`src/rtl/lcd8080_tx_if.sv`:
```
`default_nettype none
// ----------------------------------------------------------------------------
// lcd8080_tx_if : valid/ready beat stream feeding the i8080 write initiator
// Revision      : 1.0
// ----------------------------------------------------------------------------
interface lcd8080_tx_if;
  logic        valid;
  logic        ready;
  logic        dc;
  logic        wide;
  logic [15:0] data;
  logic        last;

  modport master (
    output valid,
    output dc,
    output wide,
    output data,
    output last,
    input  ready
  );

  modport slave (
    input  valid,
    input  dc,
    input  wide,
    input  data,
    input  last,
    output ready
  );
endinterface
`default_nettype wire

```
`src/rtl/lcd8080_tx.sv`:
```
`default_nettype none
// ----------------------------------------------------------------------------
// lcd8080_tx : Intel-8080 write-only bus initiator, all timing in clk cycles
// Revision   : 1.0
// ----------------------------------------------------------------------------
module lcd8080_tx #(
  parameter int unsigned T_SETUP  = 1,
  parameter int unsigned T_WRL    = 3,
  parameter int unsigned T_WRH    = 3,
  parameter int unsigned T_CSIDLE = 2
) (
  input  logic         clk,
  input  logic         rst,
  lcd8080_tx_if.slave  s_if,
  output logic         lcd_ncs_o,
  output logic         lcd_dc_o,
  output logic         lcd_nwr_o,
  output logic         lcd_nrd_o,
  output logic [7:0]   lcd_db_o,
  output logic         busy_o
);

  // Zero-valued timings behave as one cycle; counters hold (cycles - 1).
  localparam int unsigned c_setup_eff  = (T_SETUP  == 0) ? 1 : T_SETUP;
  localparam int unsigned c_wrl_eff    = (T_WRL    == 0) ? 1 : T_WRL;
  localparam int unsigned c_wrh_eff    = (T_WRH    == 0) ? 1 : T_WRH;
  localparam int unsigned c_csidle_eff = (T_CSIDLE == 0) ? 1 : T_CSIDLE;
  localparam logic [7:0]  c_setup_ld   = 8'(c_setup_eff  - 1);
  localparam logic [7:0]  c_wrl_ld     = 8'(c_wrl_eff    - 1);
  localparam logic [7:0]  c_wrh_ld     = 8'(c_wrh_eff    - 1);
  localparam logic [7:0]  c_csidle_ld  = 8'(c_csidle_eff - 1);

  typedef enum logic [2:0] {
    S_IDLE  = 3'd0,
    S_SETUP = 3'd1,
    S_WRL   = 3'd2,
    S_WRH   = 3'd3,
    S_HOLD  = 3'd4,
    S_CSGAP = 3'd5
  } state_t;

  state_t     state_q, state_d;
  logic [7:0] cnt_q,   cnt_d;
  logic       ncs_q,   ncs_d;
  logic       nwr_q,   nwr_d;
  logic       dc_q,    dc_d;
  logic [7:0] db_q,    db_d;
  logic [7:0] lo_q,    lo_d;
  logic       hi_q,    hi_d;
  logic       last_q,  last_d;

  logic w_last_slot;
  logic w_ready;
  logic w_accept;
  logic w_load;

  // The final WRH cycle of a non-LAST beat's last byte can chain straight into the next beat.
  assign w_last_slot = (state_q == S_WRH) && (cnt_q == 8'd0) && !hi_q && !last_q;
  assign w_ready     = !rst && ((state_q == S_IDLE) || (state_q == S_HOLD) || w_last_slot);
  assign w_accept    = s_if.valid && w_ready;
  assign s_if.ready  = w_ready;

  always_comb begin
    state_d = state_q;
    cnt_d   = (cnt_q != 8'd0) ? (cnt_q - 8'd1) : cnt_q;
    ncs_d   = ncs_q;
    nwr_d   = nwr_q;
    dc_d    = dc_q;
    db_d    = db_q;
    lo_d    = lo_q;
    hi_d    = hi_q;
    last_d  = last_q;
    w_load  = 1'b0;

    case (state_q)
      S_IDLE: begin
        ncs_d  = 1'b1;
        nwr_d  = 1'b1;
        w_load = w_accept;
      end
      S_SETUP: begin
        if (cnt_q == 8'd0) begin
          state_d = S_WRL;
          cnt_d   = c_wrl_ld;
          nwr_d   = 1'b0;
        end
      end
      S_WRL: begin
        if (cnt_q == 8'd0) begin
          state_d = S_WRH;
          cnt_d   = c_wrh_ld;
          nwr_d   = 1'b1;
        end
      end
      S_WRH: begin
        if (cnt_q == 8'd0) begin
          if (hi_q) begin
            hi_d    = 1'b0;
            db_d    = lo_q;
            state_d = S_SETUP;
            cnt_d   = c_setup_ld;
          end else if (last_q) begin
            ncs_d   = 1'b1;
            state_d = S_CSGAP;
            cnt_d   = c_csidle_ld;
          end else if (w_accept) begin
            w_load  = 1'b1;
          end else begin
            state_d = S_HOLD;
          end
        end
      end
      S_HOLD: begin
        w_load = w_accept;
      end
      S_CSGAP: begin
        if (cnt_q == 8'd0) begin
          state_d = S_IDLE;
        end
      end
      default: begin
        state_d = S_IDLE;
        ncs_d   = 1'b1;
        nwr_d   = 1'b1;
      end
    endcase

    if (w_load) begin
      state_d = S_SETUP;
      cnt_d   = c_setup_ld;
      ncs_d   = 1'b0;
      nwr_d   = 1'b1;
      dc_d    = s_if.dc;
      db_d    = s_if.wide ? s_if.data[15:8] : s_if.data[7:0];
      lo_d    = s_if.data[7:0];
      hi_d    = s_if.wide;
      last_d  = s_if.last;
    end
  end

  always_ff @(posedge clk or posedge rst) begin
    if (rst) begin
      state_q <= S_IDLE;
      cnt_q   <= 8'd0;
      ncs_q   <= 1'b1;
      nwr_q   <= 1'b1;
      dc_q    <= 1'b1;
      db_q    <= 8'd0;
      lo_q    <= 8'd0;
      hi_q    <= 1'b0;
      last_q  <= 1'b0;
    end else begin
      state_q <= state_d;
      cnt_q   <= cnt_d;
      ncs_q   <= ncs_d;
      nwr_q   <= nwr_d;
      dc_q    <= dc_d;
      db_q    <= db_d;
      lo_q    <= lo_d;
      hi_q    <= hi_d;
      last_q  <= last_d;
    end
  end

  assign lcd_ncs_o = ncs_q;
  assign lcd_nwr_o = nwr_q;
  assign lcd_dc_o  = dc_q;
  assign lcd_db_o  = db_q;
  assign lcd_nrd_o = 1'b1;
  assign busy_o    = (state_q != S_IDLE);

endmodule
`default_nettype wire

```
`src/flat_wrapper.sv`:
```
// flat-port wrapper written by rule: the top's interface ports become plain ports
module lcd8080_tx_flat 
#(
  parameter int unsigned T_SETUP  = 1,
  parameter int unsigned T_WRL    = 3,
  parameter int unsigned T_WRH    = 3,
  parameter int unsigned T_CSIDLE = 2
)
  (clk, rst, lcd_ncs_o, lcd_dc_o, lcd_nwr_o, lcd_nrd_o, lcd_db_o, busy_o, s_if_valid, s_if_dc, s_if_wide, s_if_data, s_if_last, s_if_ready);
  lcd8080_tx_if s_if_i ();
  input  logic clk;
  input  logic rst;
  output logic lcd_ncs_o;
  output logic lcd_dc_o;
  output logic lcd_nwr_o;
  output logic lcd_nrd_o;
  output logic [7:0] lcd_db_o;
  output logic busy_o;
  input wire logic [$bits(s_if_i.valid)-1:0] s_if_valid;
  input wire logic [$bits(s_if_i.dc)-1:0] s_if_dc;
  input wire logic [$bits(s_if_i.wide)-1:0] s_if_wide;
  input wire logic [$bits(s_if_i.data)-1:0] s_if_data;
  input wire logic [$bits(s_if_i.last)-1:0] s_if_last;
  output wire logic [$bits(s_if_i.ready)-1:0] s_if_ready;
  assign s_if_i.valid = s_if_valid;
  assign s_if_i.dc = s_if_dc;
  assign s_if_i.wide = s_if_wide;
  assign s_if_i.data = s_if_data;
  assign s_if_i.last = s_if_last;
  assign s_if_ready = s_if_i.ready;
  lcd8080_tx #(.T_SETUP(T_SETUP), .T_WRL(T_WRL), .T_WRH(T_WRH), .T_CSIDLE(T_CSIDLE)) u_core (.clk(clk), .rst(rst), .s_if(s_if_i), .lcd_ncs_o(lcd_ncs_o), .lcd_dc_o(lcd_dc_o), .lcd_nwr_o(lcd_nwr_o), .lcd_nrd_o(lcd_nrd_o), .lcd_db_o(lcd_db_o), .busy_o(busy_o));
endmodule
```
`config.mk`:
```
export PLATFORM = sky130hd
export DESIGN_NAME = lcd8080_tx_flat
export DESIGN_NICKNAME = d
export VERILOG_FILES = /design/src/rtl/lcd8080_tx_if.sv /design/src/rtl/lcd8080_tx.sv /design/src/flat_wrapper.sv
export SDC_FILE = /design/constraint.sdc
export NUM_CORES = 1
export LEC_CHECK = 0
export ABC_AREA = 1
export BUFFER_PORTS_ARGS = -buffer_cell sky130_fd_sc_hd__buf_2
export CAP_MARGIN = 40
export CORE_MARGIN = 1
export CORE_UTILIZATION = 30
export DETAILED_ROUTE_END_ITERATION = 8
export PLACE_DENSITY = 0.46
export SYNTH_ARGS = -nofsm -noshare
export SYNTH_HDL_FRONTEND = slang
export SYNTH_SLANG_ARGS = --single-unit
```
`constraint.sdc`:
```
create_clock -name clk -period 2.3 [get_ports clk]
set_input_delay 0.115 -clock clk [delete_from_list [all_inputs] [get_ports clk]]
set_output_delay 0.115 -clock clk [all_outputs]
set_load 0.02 [all_outputs]
```
# Yosys cells after proc, flatten, opt, wreduce, memory -nomap -nowiden
# Cells that the tools add are included.
op_classes:
  n_addsub: 1
  eq_ne: 15
  mux: 37
  n_reduce_logical: 26
op_table:
  columns: ["operator", "count"]
  rows:
  - ["8-bit 2-to-1 mux", 11]
  - ["3-bit 2-to-1 mux", 8]
  - ["8-bit case mux with 2 select lines", 1]
  - ["3-bit case mux with 5 select lines", 1]
  - ["1-bit 2-to-1 mux", 13]
  - ["3-bit by 1-bit inequality test with 1-bit output (second input constant)", 4]
  - ["8-bit zero test", 1]
  - ["8-bit nonzero test", 1]
  - ["8-bit by 1-bit subtractor with 8-bit output (second input constant)", 1]
  - ["3-bit by 2-bit equality test with 1-bit output (second input constant)", 2]
  - ["3-bit equality test (second input constant)", 2]
  - ["2-bit by 1-bit inequality test with 1-bit output (second input constant)", 3]
  - ["3-bit AND reduction", 2]
  - ["6-bit AND reduction", 1]
  - ["2-bit nonzero test", 3]
  - ["1-bit logical AND", 5]
  - ["5-bit by 3-bit inequality test with 1-bit output (second input constant)", 1]
  - ["1-bit case mux with 2 select lines", 2]
  - ["4-bit AND reduction", 1]
  - ["2-bit OR reduction", 2]
  - ["4-bit OR reduction", 1]
  - ["3-bit by 1-bit equality test with 1-bit output (second input constant)", 1]
  - ["1-bit zero test", 3]
  - ["3-bit zero test", 1]
  - ["7 further kinds", 8]
word_totals:
  in_bits: 22
  elab_cells: 88
  reg_bits: 32

# Depth between registers and ports, before layout
# Gate-level depths: netlist of run 1.
depth:
  depth_word: 14
  mapped_depth: 12
  mapped_depth_nobuf: 11

# Worst setup path after synthesis of run 1
# Ideal clock, no wire load.
synth_timing:
  path_type: "register to register"
  start: "reg u_core.cnt_q[0]"
  end: "reg u_core.db_q[2], in the netlist u_core.lcd_db_o[2]"
  t_required_ns: 2.183
  path_buffers: 1
  arrival_time_ns: 1.620
  path_slack_ns: 0.564
  path_stages_with_launch: 13
  period_less_slack_ns: 1.736
  cell_sequence: "dfrtp_1 > inv_1 > ha_1 > nand2_2 > nor2_8 > nand3_4 > nand2_4 > nand3_4 > buf_6 > nand2_2 > nand2_1 > nand2_1 > nand2_1"
synth_between:
  elab_chain_len: 14
  word_cells_on_any_way: 17
synth_rtl:
  columns: ["element", "line", "text"]
  rows:
  - ["from (decl)", "lcd8080_tx.sv:43", "logic [7:0] cnt_q, cnt_d;"]
  - ["from (signal assigned)", "lcd8080_tx.sv:154", "cnt_q <= cnt_d;"]
  - ["8-bit zero test *", "lcd8080_tx.sv:58, lcd8080_tx.sv:96", null]
  - ["1-bit logical AND (3 in series)", "lcd8080_tx.sv:58", "assign w_last_slot = (state_q == S_WRH) && (cnt_q == 8'd0) && !hi_q && !last_q;"]
  - ["1-bit logical OR", "lcd8080_tx.sv:59", "assign w_ready = !rst && ((state_q == S_IDLE) || (state_q == S_HOLD) || w_last_slot);"]
  - ["1-bit logical AND", "lcd8080_tx.sv:59", null]
  - ["1-bit logical AND", "lcd8080_tx.sv:60", "assign w_accept = s_if.valid && w_ready;"]
  - ["1-bit 2-to-1 mux", "lcd8080_tx.sv:106", "end else if (w_accept) begin"]
  - ["1-bit 2-to-1 mux", "lcd8080_tx.sv:102", "end else if (last_q) begin"]
  - ["1-bit 2-to-1 mux", "lcd8080_tx.sv:97", "if (hi_q) begin"]
  - ["1-bit 2-to-1 mux", "lcd8080_tx.sv:96", "if (cnt_q == 8'd0) begin"]
  - ["1-bit case mux with 2 select lines", "lcd8080_tx.sv:75", "case (state_q)"]
  - ["2-bit nonzero test (no line)", null, null]
  - ["3-bit AND reduction (no line)", null, null]
  - ["to (signal assigned)", "lcd8080_tx.sv:148", "db_q <= 8'd0;"]
  - ["to (signal assigned)", "lcd8080_tx.sv:158", "db_q <= db_d;"]
  - ["to (decl)", "lcd8080_tx.sv:47", "logic [7:0] db_q, db_d;"]
# Every way passes the cells marked *; elsewhere a longest branch is shown, timed or not.
# A chain may end at the register's enable or synchronous reset.

# Worst setup path after layout of run 1
layout_timing:
  start: "reg u_core.cnt_q[0]"
  end: "reg u_core.db_q[7], in the netlist u_core.lcd_db_o[7]"
# Same word-level chain as after synthesis.

==> flow_summary.json, run 1 <==
{
  "dieArea_mm2": 0.00631,
  "initial_core_util": 0.319,
  "status": "finished, final reports clean",
  "grt_overflow": 0,
  "fin_nets": 297,
  "grt_max_degree": 29,
  "vias": 1576,
  "finalWorstSetupSlack_ps": 231,
  "tns_ps": 0,
  "synth_seq_cells": 32,
  "rr_endpoint": "u_core.lcd_db_o[7]",
  "irDropWorstVdd_mv": 0.458,
  "critPathKind": "register to register",
  "arrival_ps": 2260,
  "slowest_stage": "dfrtp_1",
  "die_y_um": 79.4,
  "power_uw": 2940,
  "syn_area_mm2": 0.00180,
  "num_antenna_cells": 0,
  "antenna_found_initial": 0,
  "required_ps": 2490,
  "cts_max_level": 2,
  "final_common_cell": "nand2_1",
  "area_delta_synth_final_pct": 19.7,
  "pin_count": 36,
  "setup-violations-final": 0,
  "reg2reg_slack_ps": 230,
  "dp_hpwl_mm": 3.04,
  "endpoint_kind": "register",
  "drive_gt1_frac": 0.237,
  "whs_path_depth": 3,
  "rsz0062_at_grt": "false",
  "grtUsageTotal": 0.147,
  "wirelength_mm": 4.08,
  "path_max_fanout": 28,
  "most-common-layout-cells": "73 x nand2_1, 34 x buf_2, 31 x inv_1",
  "core-area_mm2": 0.00564,
  "yosysWarnings": 0,
  "seq_area_frac_synth": 0.447,
  "drc_errors": 0,
  "post-route-period-util": 0.900,
  "cts_tree": "yes",
  "finalClockSkew_ps": 6.53,
  "cpPeakStageDelay_ps": 390,
  "cts_root_buf": "clkbuf_8",
  "min_path_type": "primary input to register",
  "drt_iter0_drc": 68,
  "clkTransAtPathRegs_ps": 70,
  "cp_num_buf_inv": 2,
  "syn_nets": 259,
  "first_pass_iters": 4,
  "crit_start": "u_core.cnt_q[0]",
  "grt_pass1_wl_mm": 6.99,
  "clk_path_buf_depth": 2,
  "cts_made_buffers": 5,
  "power_leakage_uw": 0.00118,
  "rows": 27,
  "synthCells": 235,
  "clk_latency_ps": 290,
  "grt_pass1_vias": 1496,
  "powerDensity_mw_per_mm2": 1370,
  "drv_cap": 0,
  "die_x_um": 79.4,
  "cts_sinks": 32,
  "worstPathCellList": "inv_1, ha_1, nand2_2, nor2_8, nand3_4, nand2_4, nand3_4, nand2_4, inv_2, nand2_1, nand2_1",
  "drv_slew": 0,
  "r2r-start": "u_core.cnt_q[0]",
  "utilization": 0.382,
  "cp-start-kind": "register",
  "crit_end": "u_core.lcd_db_o[7]",
  "cp_num_cells": 11,
  "n_fill_cell": 612,
  "port_buffers": 34,
  "viasPerCell": 4.55,
  "hold_slack_ps": 29.4,
  "place.gp.congestion": 0.803,
  "wl_per_cell_um": 11.8,
  "syn_area_per_cell_um2": 7.66,
  "worst-r2r-cell-count": 11,
  "fmax_mhz": 483,
  "hold_viol": 0,
  "place_ws_ps": 223,
  "min_period_ps": 2070,
  "detail-route-antenna-nets": 0,
  "synth.distinct_cells": 28,
  "critPathTopFamily": "simple AND/OR/NAND/NOR gates"
}
-- where the power goes --
part / switching, µW / internal [µW] / total, µW
Sequential: 172 / 843 / 1010
Combinational: 893 / 491 / 1380
Clock: 224 / 320 / 545
-- Yosys cell counts --
library cell | n | area, µm²
nand2_1 | 73 | 274
inv_1 | 31 | 116
dfrtp_1 | 29 | 726
o21ai_0 | 21 | 105
nor2_1 | 12 | 45.0
nand3_1 | 9 | 45.0
nand4_1 | 8 | 50.1
a21oi_1 | 7 | 35.0
o21ai_1 | 6 | 30.0
inv_2 | 5 | 18.8
nand2_2 | 5 | 31.3
clkbuf_1 | 3 | 11.3
dfstp_2 | 3 | 78.8
buf_6 | 2 | 22.5
ha_1 | 2 | 25.0
nand2_4 | 2 | 22.5
nand3_4 | 2 | 35.0
nor2_4 | 2 | 22.5
nor3_1 | 2 | 10.0
xnor2_1 | 2 | 17.5
xor2_1 | 2 | 17.5
a211oi_1 | 1 | 7.51
a21boi_0 | 1 | 7.51
buf_4 | 1 | 7.51
conb_1 | 1 | 3.75
nor2_8 | 1 | 20.0
o211ai_1 | 1 | 7.51
or2_2 | 1 | 6.26
-- cells by family after synthesis --
logic type | synth area share
xor+xnor | 0.0195
fa+ha+maj | 0.0139
flops | 0.447
buf+inv | 0.0981
simple gates | 0.312
other cells | 0.00208
compound gates | 0.107
-- final cells by class --
type | instances | area (µm²) | area share
inverters | 36 | 135 | 0.0627
clock buffers | 5 | 68.8 | 0.0319
multi-input cells | 161 | 818 | 0.380
clock inverters | 3 | 42.5 | 0.0197
flip-flops and latches | 32 | 805 | 0.373
repair buffers | 37 | 195 | 0.0906
well taps | 72 | 90.1 | 0.0418
-- layer usage --
| metal | vias up | wire, µm | share of wire | GRT usage |
|---|---|---|---|---|
| met5 | - | 0 | 0 | 0 |
| met4 | 0 | 86 | 0.021 | 0.0764 |
| met3 | 7 | 122 | 0.030 | 0.0274 |
| met2 | 32 | 1720 | 0.42 | 0.197 |
| met1 | 722 | 2150 | 0.53 | 0.217 |
| li1 | 815 | - | - | - |
-- tightest hold or removal path: stages --
cell	delay (ps)
buf_2	90
nand3_1	70
nand2_1	40
-- registers in the layout, indices dropped and copies added (netlist names) --
signal and count:
u_core.lcd_ncs_o 1, u_core.lcd_db_o 8, u_core.cnt_q 8, u_core.hi_q 1, u_core.lcd_nwr_o 1, u_core.lo_q 8
u_core.state_q 3, u_core.last_q 1, u_core.lcd_dc_o 1
-- worst min-delay path by stage --
stage                 start         endpoint  slack, ps
floorplan               rst  u_core.cnt_q[0]        100
global placement        rst    u_core.last_q        150
detailed placement      rst    u_core.last_q        150
CTS                 s_if_dc  u_core.lcd_dc_o         20
global route        s_if_dc  u_core.lcd_dc_o         60
finish              s_if_dc  u_core.lcd_dc_o         30
-- stage by stage --
step                      cell area, µm²  instances
final                               2150        346
after global routing                2150        346
after CTS                           2150        346
after detailed placement            2030        337
after global placement              2030        337
after floorplan                     1800        235
-- timing repair --
action | in CTS | in global routing
endpoints found under the hold margin | 9 | 0
resized for setup | 0 | 0
hold buffers | 1 | 0
setup buffers | 0 | 0
(Power assumes the default switching activity.)
==> run 2: changes to the inputs <==
- ABC_AREA: 1 -> default
- CTS_BUF_LIST: default -> sky130_fd_sc_hd__clkbuf_4
==> run 2 against run 1 <==
Synthesized cell count is 33% lower. Cell count is 21% lower. Largest power group unchanged. Maximum frequency is 3.3% lower. Sequential share of layout area is 0.68 points higher. Via count is 15% lower. Die area is 3.2% lower. Clock-buffer cell count is 2 higher. Critical path type unchanged. Clock skew is 5.8 ps higher. Flip-flop and latch count stayed put.
==> flow_summary.json, run 2 <==
{
  "clk_path_buf_depth": 2,
  "final_common_cell": "buf_2",
  "synth_top_cell_area_share": 0.417,
  "synthCells": 158,
  "viasPerCell": 4.85,
  "hold_viol": 0,
  "utilization": 0.382,
  "first_pass_iters": 4,
  "worstPathCellList": "inv_1, ha_4, nor4b_4, nand3_2, o41ai_4, buf_4, mux2_1",
  "placed_area_mm2": 0.00203,
  "yosysMostFrequentCell": "dfrtp_1",
  "cts_tree": "yes",
  "syn_nets": 182,
  "async_reset_ff_frac": 1.00,
  "min_period_ps": 2140,
  "cts_sinks": 32,
  "core-area_mm2": 0.00554,
  "num_antenna_cells": 0,
  "vias": 1335,
  "drt_iter0_drc": 90,
  "clk_latency_ps": 330,
  "antenna_found_initial": 0,
  "most-common-layout-cells": "34 x buf_2, 29 x dfrtp_1, 24 x mux2i_1",
  "die_y_um": 78.2,
  "final_cell_area_mm2": 0.00212,
  "critPathKind": "register to register",
  "synth_flop_cell": "dfrtp_1",
  "setup-violations-final": 0,
  "power_leakage_uw": 0.00101,
  "min_path_type": "primary input to register",
  "irDropWorstVdd_mv": 0.370,
  "cpPeakStageDelay_ps": 410,
  "grtUsageTotal": 0.135,
  "hold_slack_ps": 23.2,
  "die_x_um": 78.2,
  "rsz0062_at_grt": "false",
  "powerDensity_mw_per_mm2": 1230,
  "synthTopCellsByCount": "29 x dfrtp_1, 24 x mux2i_1, 14 x nor2_1, 8 x inv_1, 8 x nand2_1",
  "postCtsSetupBuffers": 0,
  "drv_slew": 0,
  "fmax_mhz": 467,
  "yosysWarnings": 0,
  "syn_area_mm2": 0.00174,
  "synthTopCellsByArea": "dfrtp_1 42%, mux2i_1 14%, dfstp_2 4.5%, mux2_1 3.9%, nor2_1 3.0%",
  "endpoint_kind": "register",
  "synth_enable_flop_cells": 0,
  "tns_ps": 0,
  "initial_core_util": 0.314,
  "post-route-period-util": 0.930,
  "detail-route-antenna-nets": 0,
  "clkTransAtPathRegs_ps": 100,
  "syn_area_per_cell_um2": 11.0,
  "cp-start-kind": "register",
  "path_max_fanout": 13,
  "area_delta_synth_final_pct": 21.6,
  "wirelength_mm": 3.76,
  "cts_made_buffers": 5,
  "synth_largest_area_cell": "dfrtp_1",
  "synth_seq_cells": 32,
  "drive_gt1_frac": 0.310,
  "arrival_ps": 2350,
  "grt_max_degree": 33,
  "cts_max_level": 2,
  "wl_per_cell_um": 13.7,
  "seq_area_frac_synth": 0.462,
  "slowest_stage": "dfrtp_1",
  "grt_pass1_vias": 1390,
  "fin_nets": 226,
  "n_fill_cell": 588,
  "dp_hpwl_mm": 2.76,
  "place_inst": 265,
  "place.gp.congestion": 0.762,
  "grt_pass1_wl_mm": 6.34,
  "finalClockSkew_ps": 12.3,
  "required_ps": 2510,
  "drc_errors": 0,
  "final_cells": 275,
  "status": "finished, final reports clean",
  "drv_cap": 0,
  "dieArea_mm2": 0.00611,
  "pin_count": 36,
  "cts_root_buf": "clkbuf_4",
  "synth.distinct_cells": 44,
  "grt_overflow": 0,
  "rows": 27,
  "port_buffers": 34
}
==> run 2: timing repair <==
item                                   CTS  global route
gates resized for setup                  0             3
hold buffers                             2             0
setup endpoints to repair                0            10
endpoints found under the hold margin   30             0
==> run 2: worst paths after layout <==
| path | start | endpoint | slack [ps] | cells after the start |
|---|---|---|---|---|
| worst max register to register | u_core.cnt_q[0] | u_core.lo_q[6] | 160 | 7 |
| worst min-delay path | s_if_data[5] | u_core.lo_q[5] | 20 | 2 |
| max in group asynchronous | rst | u_core.lcd_dc_o | 1490 | 4 |
| worst min register to register | u_core.lcd_ncs_o | u_core.lcd_ncs_o | 470 | 2 |
| min in group asynchronous | rst | u_core.cnt_q[3] | 470 | 4 |
| worst max-delay path | u_core.cnt_q[0] | u_core.lo_q[6] | 160 | 7 |
==> run 2: final cells by class <==
class                      count  area, µm²  share of cell area
multi-input combinational    109        870               0.411
timing repair buffer          46        265               0.125
tap                           72       90.1              0.0426
sequential                    32        805               0.380
clock buffer                   7       52.6              0.0248
clock inverter                 1       3.75             0.00177
inverter                       8       30.0              0.0142
==> run 2: cell families after synthesis <==
group           count (synthesis)  synth area share
compound gates                 20            0.0920
xor+xnor                        8            0.0403
flops                          32             0.462
fa+ha+maj                       2            0.0144
simple gates                   44             0.141
buf+inv                        17            0.0453
mux                            34             0.203
other cells                     1           0.00215
==> run 2: metrics by stage <==
step                setup WS (ps)  power, µW
floorplan                    55.6       1910
global placement              197       2240
detailed placement            105       2270
CTS                          54.0       2610
global route                 41.2       2810
finish                        160       2590
==> run 2: routing by layer <==
layer  vias to the layer above  part of all wire  GRT usage
li1                        641                 -          -
met1                       652              0.44      0.155
met2                        36              0.49      0.230
met3                         6             0.054     0.0419
met4                         0             0.016     0.0574
met5                         -                 0          0
==> run 2: worst max-delay path, delay by kind of cell (launching register included) <==
| family | cells | cell delay, ps |
|---|---|---|
| buffers and inverters | 2 | 440 |
| adder cells (fa/ha/maj) | 1 | 180 |
| AND/OR/NAND/NOR | 2 | 400 |
| flip-flops | 1 | 410 |
| multiplexers | 1 | 340 |
| AO/OA/AOI/OAI | 1 | 250 |
==> run 2: where the power goes <==
group          leakage (µW)  switching (µW)  internal (µW)
combinational      0.000599             626            558
clock             0.0000338             185            141
sequential         0.000378             233            850
total               0.00101            1040           1550
